`src/rtl/pulse_gen_pkg.sv`:
```
// Shared types and defaults for the pulse output generator.
//   state_t         : FSM state encoding (IDLE, HIGH, LOW)
//   DEF_*           : default parameter values for the top level
//   timer_width()   : bit width needed by the phase timer
package pulse_gen_pkg;

  typedef enum logic [1:0] {
    IDLE = 2'd0,
    HIGH = 2'd1,
    LOW  = 2'd2
  } state_t;

  localparam int unsigned DEF_HIGH_CYCLES = 4;
  localparam int unsigned DEF_LOW_CYCLES  = 2;
  localparam int unsigned DEF_PEND_MAX    = 15;

  // Width holding max(high, low) - 1, never narrower than one bit.
  function automatic int unsigned timer_width(input int unsigned high_cycles,
                                              input int unsigned low_cycles);
    int unsigned longest;
    int unsigned width;
    longest = (high_cycles > low_cycles) ? high_cycles : low_cycles;
    width   = $clog2(longest);
    if (width < 1) width = 1;
    return width;
  endfunction

endpackage

```
`src/rtl/cycle_timer.sv`:
```
// Loadable down-counter used to time the HIGH and LOW phases.
//   clk        : clock, rising edge
//   reset      : synchronous active-high reset, clears the count
//   load       : load load_value this cycle (wins over counting)
//   load_value : phase length minus one
//   zero_c     : count has reached zero (combinational from the count register)
module cycle_timer #(
  parameter int unsigned WIDTH = 2
) (
  input  logic             clk,
  input  logic             reset,
  input  logic             load,
  input  logic [WIDTH-1:0] load_value,
  output logic             zero_c
);

  logic [WIDTH-1:0] count;

  // Count down and park at zero until the next load.
  always_ff @(posedge clk) begin
    if (reset) begin
      count <= '0;
    end else if (load) begin
      count <= load_value;
    end else if (count != '0) begin
      count <= count - WIDTH'(1);
    end
  end

  assign zero_c = (count == '0);

endmodule

```
`src/rtl/pulse_output_generator.sv`:
```
// Turns single-cycle trigger strobes into fixed-width output pulses with a
// guaranteed low gap, queueing triggers that arrive while a pulse is running.
//   clk            : clock, rising edge
//   reset          : synchronous active-high reset, overrides everything
//   enable         : 1 = accept triggers, 0 = ignore triggers and flush queue
//   trigger        : one request per high cycle
//   clear_overflow : clears the sticky overflow flag
//   pulse_out      : registered pulse, high only in HIGH
//   busy           : registered, high whenever the FSM is not IDLE
//   pending_count  : queued triggers not yet started
//   overflow       : sticky, set when a trigger is dropped on a full queue
module pulse_output_generator
  import pulse_gen_pkg::*;
#(
  parameter int unsigned HIGH_CYCLES = DEF_HIGH_CYCLES,
  parameter int unsigned LOW_CYCLES  = DEF_LOW_CYCLES,
  parameter int unsigned PEND_MAX    = DEF_PEND_MAX
) (
  input  logic                             clk,
  input  logic                             reset,
  input  logic                             enable,
  input  logic                             trigger,
  input  logic                             clear_overflow,
  output logic                             pulse_out,
  output logic                             busy,
  output logic [$clog2(PEND_MAX+1)-1:0]    pending_count,
  output logic                             overflow
);

  localparam int unsigned PW = $clog2(PEND_MAX + 1);
  localparam int unsigned TW = timer_width(HIGH_CYCLES, LOW_CYCLES);

  localparam logic [TW-1:0] HIGH_LOAD = TW'(HIGH_CYCLES - 1);
  localparam logic [TW-1:0] LOW_LOAD  = TW'(LOW_CYCLES - 1);
  localparam logic [PW-1:0] PEND_FULL = PW'(PEND_MAX);

  state_t          state;
  state_t          state_next;
  logic            timer_zero_c;
  logic            timer_load_c;
  logic [TW-1:0]   timer_value_c;
  logic            pulse_out_d;
  logic            busy_d;
  logic            pend_nonzero_c;
  logic            pend_full_c;
  logic            deq_c;
  logic            enq_c;
  logic            drop_c;

  assign pend_nonzero_c = (pending_count != '0);
  assign pend_full_c    = (pending_count >= PEND_FULL);

  // State register.
  always_ff @(posedge clk) begin
    if (reset) begin
      state <= IDLE;
    end else begin
      state <= state_next;
    end
  end

  // Next-state logic. IDLE also starts from a non-empty queue: a trigger
  // arriving on the final LOW cycle of an empty queue is queued while the
  // FSM drops to IDLE, and must still be serviced.
  always_comb begin
    state_next = state;
    case (state)
      IDLE: begin
        if (enable && (trigger || pend_nonzero_c)) state_next = HIGH;
      end
      HIGH: begin
        if (timer_zero_c) state_next = LOW;
      end
      LOW: begin
        if (timer_zero_c) state_next = (enable && pend_nonzero_c) ? HIGH : IDLE;
      end
      default: state_next = IDLE;
    endcase
  end

  // Output / timer-control logic, decoded from the state being entered so
  // the registered outputs line up with the state register.
  always_comb begin
    pulse_out_d   = (state_next == HIGH);
    busy_d        = (state_next != IDLE);
    timer_load_c  = (state_next != state) && (state_next != IDLE);
    timer_value_c = (state_next == HIGH) ? HIGH_LOAD : LOW_LOAD;
  end

  // Registered outputs.
  always_ff @(posedge clk) begin
    if (reset) begin
      pulse_out <= 1'b0;
      busy      <= 1'b0;
    end else begin
      pulse_out <= pulse_out_d;
      busy      <= busy_d;
    end
  end

  // A pulse started from the queue consumes one entry; a trigger that itself
  // starts a pulse from an empty IDLE is never queued.
  assign deq_c  = enable && pend_nonzero_c && (state_next == HIGH) && (state != HIGH);
  assign enq_c  = enable && trigger && !((state == IDLE) && !pend_nonzero_c);
  assign drop_c = enq_c && !deq_c && pend_full_c;

  // Pending-trigger counter.
  always_ff @(posedge clk) begin
    if (reset || !enable) begin
      pending_count <= '0;
    end else if (enq_c && !deq_c && !pend_full_c) begin
      pending_count <= pending_count + PW'(1);
    end else if (deq_c && !enq_c) begin
      pending_count <= pending_count - PW'(1);
    end
  end

  // Sticky overflow; a drop in the same cycle beats a clear.
  always_ff @(posedge clk) begin
    if (reset) begin
      overflow <= 1'b0;
    end else if (drop_c) begin
      overflow <= 1'b1;
    end else if (clear_overflow) begin
      overflow <= 1'b0;
    end
  end

  cycle_timer #(
    .WIDTH (TW)
  ) u_cycle_timer (
    .clk        (clk),
    .reset      (reset),
    .load       (timer_load_c),
    .load_value (timer_value_c),
    .zero_c     (timer_zero_c)
  );

endmodule

```
`config.mk`:
```
export PLATFORM = sky130hd
export DESIGN_NAME = pulse_output_generator
export DESIGN_NICKNAME = d
export VERILOG_FILES = /design/src/rtl/pulse_gen_pkg.sv /design/src/rtl/cycle_timer.sv /design/src/rtl/pulse_output_generator.sv
export SDC_FILE = /design/constraint.sdc
export NUM_CORES = 1
export LEC_CHECK = 0
export BUFFER_PORTS_ARGS = -buffer_cell sky130_fd_sc_hd__clkbuf_2
export CAP_MARGIN = 10
export CORE_AREA = 8 8 45 47
export CTS_CLUSTER_SIZE = 8
export DETAILED_ROUTE_END_ITERATION = 8
export DIE_AREA = 0 0 53 55
export GPL_ROUTABILITY_DRIVEN = 0
export PLACE_DENSITY = 0.82
export SLEW_MARGIN = 10
export SYNTH_ARGS = -nofsm -noshare
export SYNTH_HDL_FRONTEND = slang
export SYNTH_HIERARCHICAL = 1
export SYNTH_SLANG_ARGS = --single-unit
```
`constraint.sdc`:
```
create_clock -name clk -period 6.2 [get_ports clk]
set_clock_uncertainty 0.2 [all_clocks]
set_input_delay 1.24 -clock clk [delete_from_list [all_inputs] [get_ports clk]]
set_output_delay 1.24 -clock clk [all_outputs]
set_load 0.005 [all_outputs]
```
==> run metrics <==
critical path's largest stage delay slightly above 400 ps; #FFs+latches synth 11; RSZ-0062 raised after global routing false; DP Cell Count 97; power share of the sequential group 38.1%; internal power between 150 and 200 uW; crit path max fanout 5; Util after Layout 54.4%; initial core utilization around 47%; DR vias/cell between 5 and 6; Worst path slowest cell o32a_2; Die Y-Extent approximately 55 um; FMAX roughly 340 MHz; cts repair resizes 0; CP Capture Type flip-flop; critical path type in -> reg; Cell variety after synth 31; async set-reset flop share out of synthesis 0%; initial antenna violation count 0; Final Cycle Share 47.1%; Pins Over Slew Limit 0; share of layout cells above drive strength 1 about 26%; Period minus WS final between 2000 and 3000 ps; cts bufs inserted 3; Final setup viols 0; final worst-path setup slack roughly 3300 ps; first-pass GRT wire length 2.32 mm; CORE AREA approximately 1400 um2; DRT iter0 DRCs 1; num rows 14; largest net degree at the start of global routing 11; Primary FF master, synth dfxtp_1; Setup Buffers After CTS 0; Post-Layout Cell Count 101; Avg WL per Cell about 13 um; NetSw between 90 and 100 uW; WP data required about 6200 ps; H-tree level count 1; synth warn 6; total gr overflow 0; placed cell areas 727 um2; Clk pwr share roughly a fifth; Gate Count Post-Synth between 70 and 80; combinational power share between 40% and 50%; Hold-fix buffers, CTS 0; Routed Antenna Nets 0; status finished, final reports clean; Ports 12; Clk Latency, worst-skew pair 280 ps; VDD IR-drop max 0.000188 V; Root Buffer clkbuf_4; critical-path cell list clkbuf_2 -> o41ai_2 -> o32a_2 -> nand2_1 -> ha_1 -> a21oi_1 -> a211oi_1 -> a22oi_2 -> mux2i_1; Sw Share between 30 and 40%; pre-CTS setup slack approximately 3000 ps; Die ar. 2920 um2; final net count between 90 and 100; Antenna Cells 0; clk sinks 11; critical path arrival slightly below 3000 ps; Static Leak 0.000335 uW; vias post-DR around 570; family with the most delay on the worst path compound AO/OA/AOI/OAI gates; CTS Buffer Depth 2; Tot GR Track Use a little over a tenth; Final Hold Vio Count 0; DP Wirelength about 1.0 mm; number of synthesized flops with an enable pin 0; synthesized net count 80; final instance area between 700 and 800 um2; port bufs 11; CTS tree done; Total Wirelength around 1.4 mm; TritonRoute pass-1 iters 4; DRC Markers 0; sequential area share after synthesis 33.6%; P per Cell Area 343 nW/um2; Mapped Avg Cell Area about 9 um2; number of global-route vias before repair 579; Mapped Area ~660 um2; Min-Delay Path Class reg -> reg; Fin Setup TNS 0 ps; CP Buf/Inv Count 1; Clock transition at path regs ~80 ps; Die X-Extent roughly 53 um; number of max-cap violations 0; startpoint type of the worst setup path input pin; area grow syn2layout 14.9%
-- kinds of logic (layout without fill, tap and decap cells) --
kind of cell,Yosys count,after routing,synth area share [%]
AOI/OAI and AO/OA,14,14,19.5
adders and majority gates,4,4,8.78
muxes,4,4,6.11
DFF,11,11,33.6
other,1,1,0.572
and+or+nand+nor,31,31,26.5
xor gates and xnor gates,2,2,2.67
buffers and inverters,4,18,2.29
-- area by class of cell --
| class | instances | area (um2) |
|---|---|---|
| Multi-Input combinational cell | 56 | 420 |
| Clock buffer | 4 | 26.3 |
| Inverter | 3 | 11.3 |
| Fill cell | 140 | 631 |
| Timing Repair Buffer | 11 | 55.1 |
| Tap cell | 16 | 20.0 |
| Sequential cell | 11 | 220 |
-- cell usage in the layout, fill, tap and decap left out, types with 2 or more instances in the layout --
master     n
a21oi_1    4
clkbuf_2  11
clkbuf_4   3
dfxtp_1   11
ha_1       3
inv_1      3
mux2i_1    4
nand2_1    9
nand2b_1   4
nand3_1    2
nand3b_1   2
nor2_1     4
nor2b_1    3
o41ai_2    2
xor2_1     2
-- sequential cells by signal (all words and copies together), names as in the netlist --
| register | count |
|---|---|
| busy | 1 |
| overflow | 1 |
| u_cycle_timer/count | 2 |
| pending_count | 4 |
| state | 2 |
| pulse_out | 1 |
-- cells in the mapped netlist (all sizes together) (2+ instances only) --
master / instances / area share [%]
mux2i: 4 / 6.1
o41ai: 2 / 5.0
nand3b: 2 / 2.3
ha: 3 / 5.7
nand3: 2 / 1.5
nand2: 9 / 5.2
a21oi: 5 / 5.5
dfxtp: 11 / 34
inv: 3 / 1.7
nor2: 4 / 2.3
nor2b: 3 / 2.9
xor2: 2 / 2.7
nand2b: 4 / 3.8
-- metal layers --
| metal | up-vias | GRT usage, % | part of all wire [%] |
|---|---|---|---|
| met5 | - | 0 | 0 |
| li1 | 281 | - | - |
| met3 | 5 | 5.08 | 6.4 |
| met1 | 269 | 9.65 | 41 |
| met2 | 10 | 20.3 | 51 |
| met4 | 0 | 5.60 | 1.6 |
-- worst reg2reg max path, delay by kind of cell (launching register included) --
family          cells  cell delay, ps
compound gates      2             460
fa+ha+maj           2             630
buf+inv             1              50
flops               1             350
mux                 1             190
simple gates        4             640
-- power groups by stage --
stage	Combinational, uW	Sequential, uW	Clock [uW]
final	109	98.3	50.6
after global routing	124	100	54.5
after CTS	110	98.3	52.9
after detailed placement	109	99.8	0
after global placement	104	98.2	0
after floorplan	85.8	97.3	0
-- metrics by stage --
step           total power (uW)  hold slack, ps
2_1_floorplan               183             255
3_3_place_gp                202             255
3_5_place_dp                209             263
4_1_cts                     262             272
5_1_grt                     279             299
6_report                    258             269
-- path summary, 6_finish.rpt --
check	cells past startpoint	end	slack [ps]	startpoint
setup reg to reg	10	pending_count[3]	3620	u_cycle_timer/count[0]
hold reg to reg	2	overflow	270	overflow
hold / removal	2	overflow	270	overflow
setup / recovery	9	pending_count[3]	3280	enable
Power figures use the tool's default switching activity.
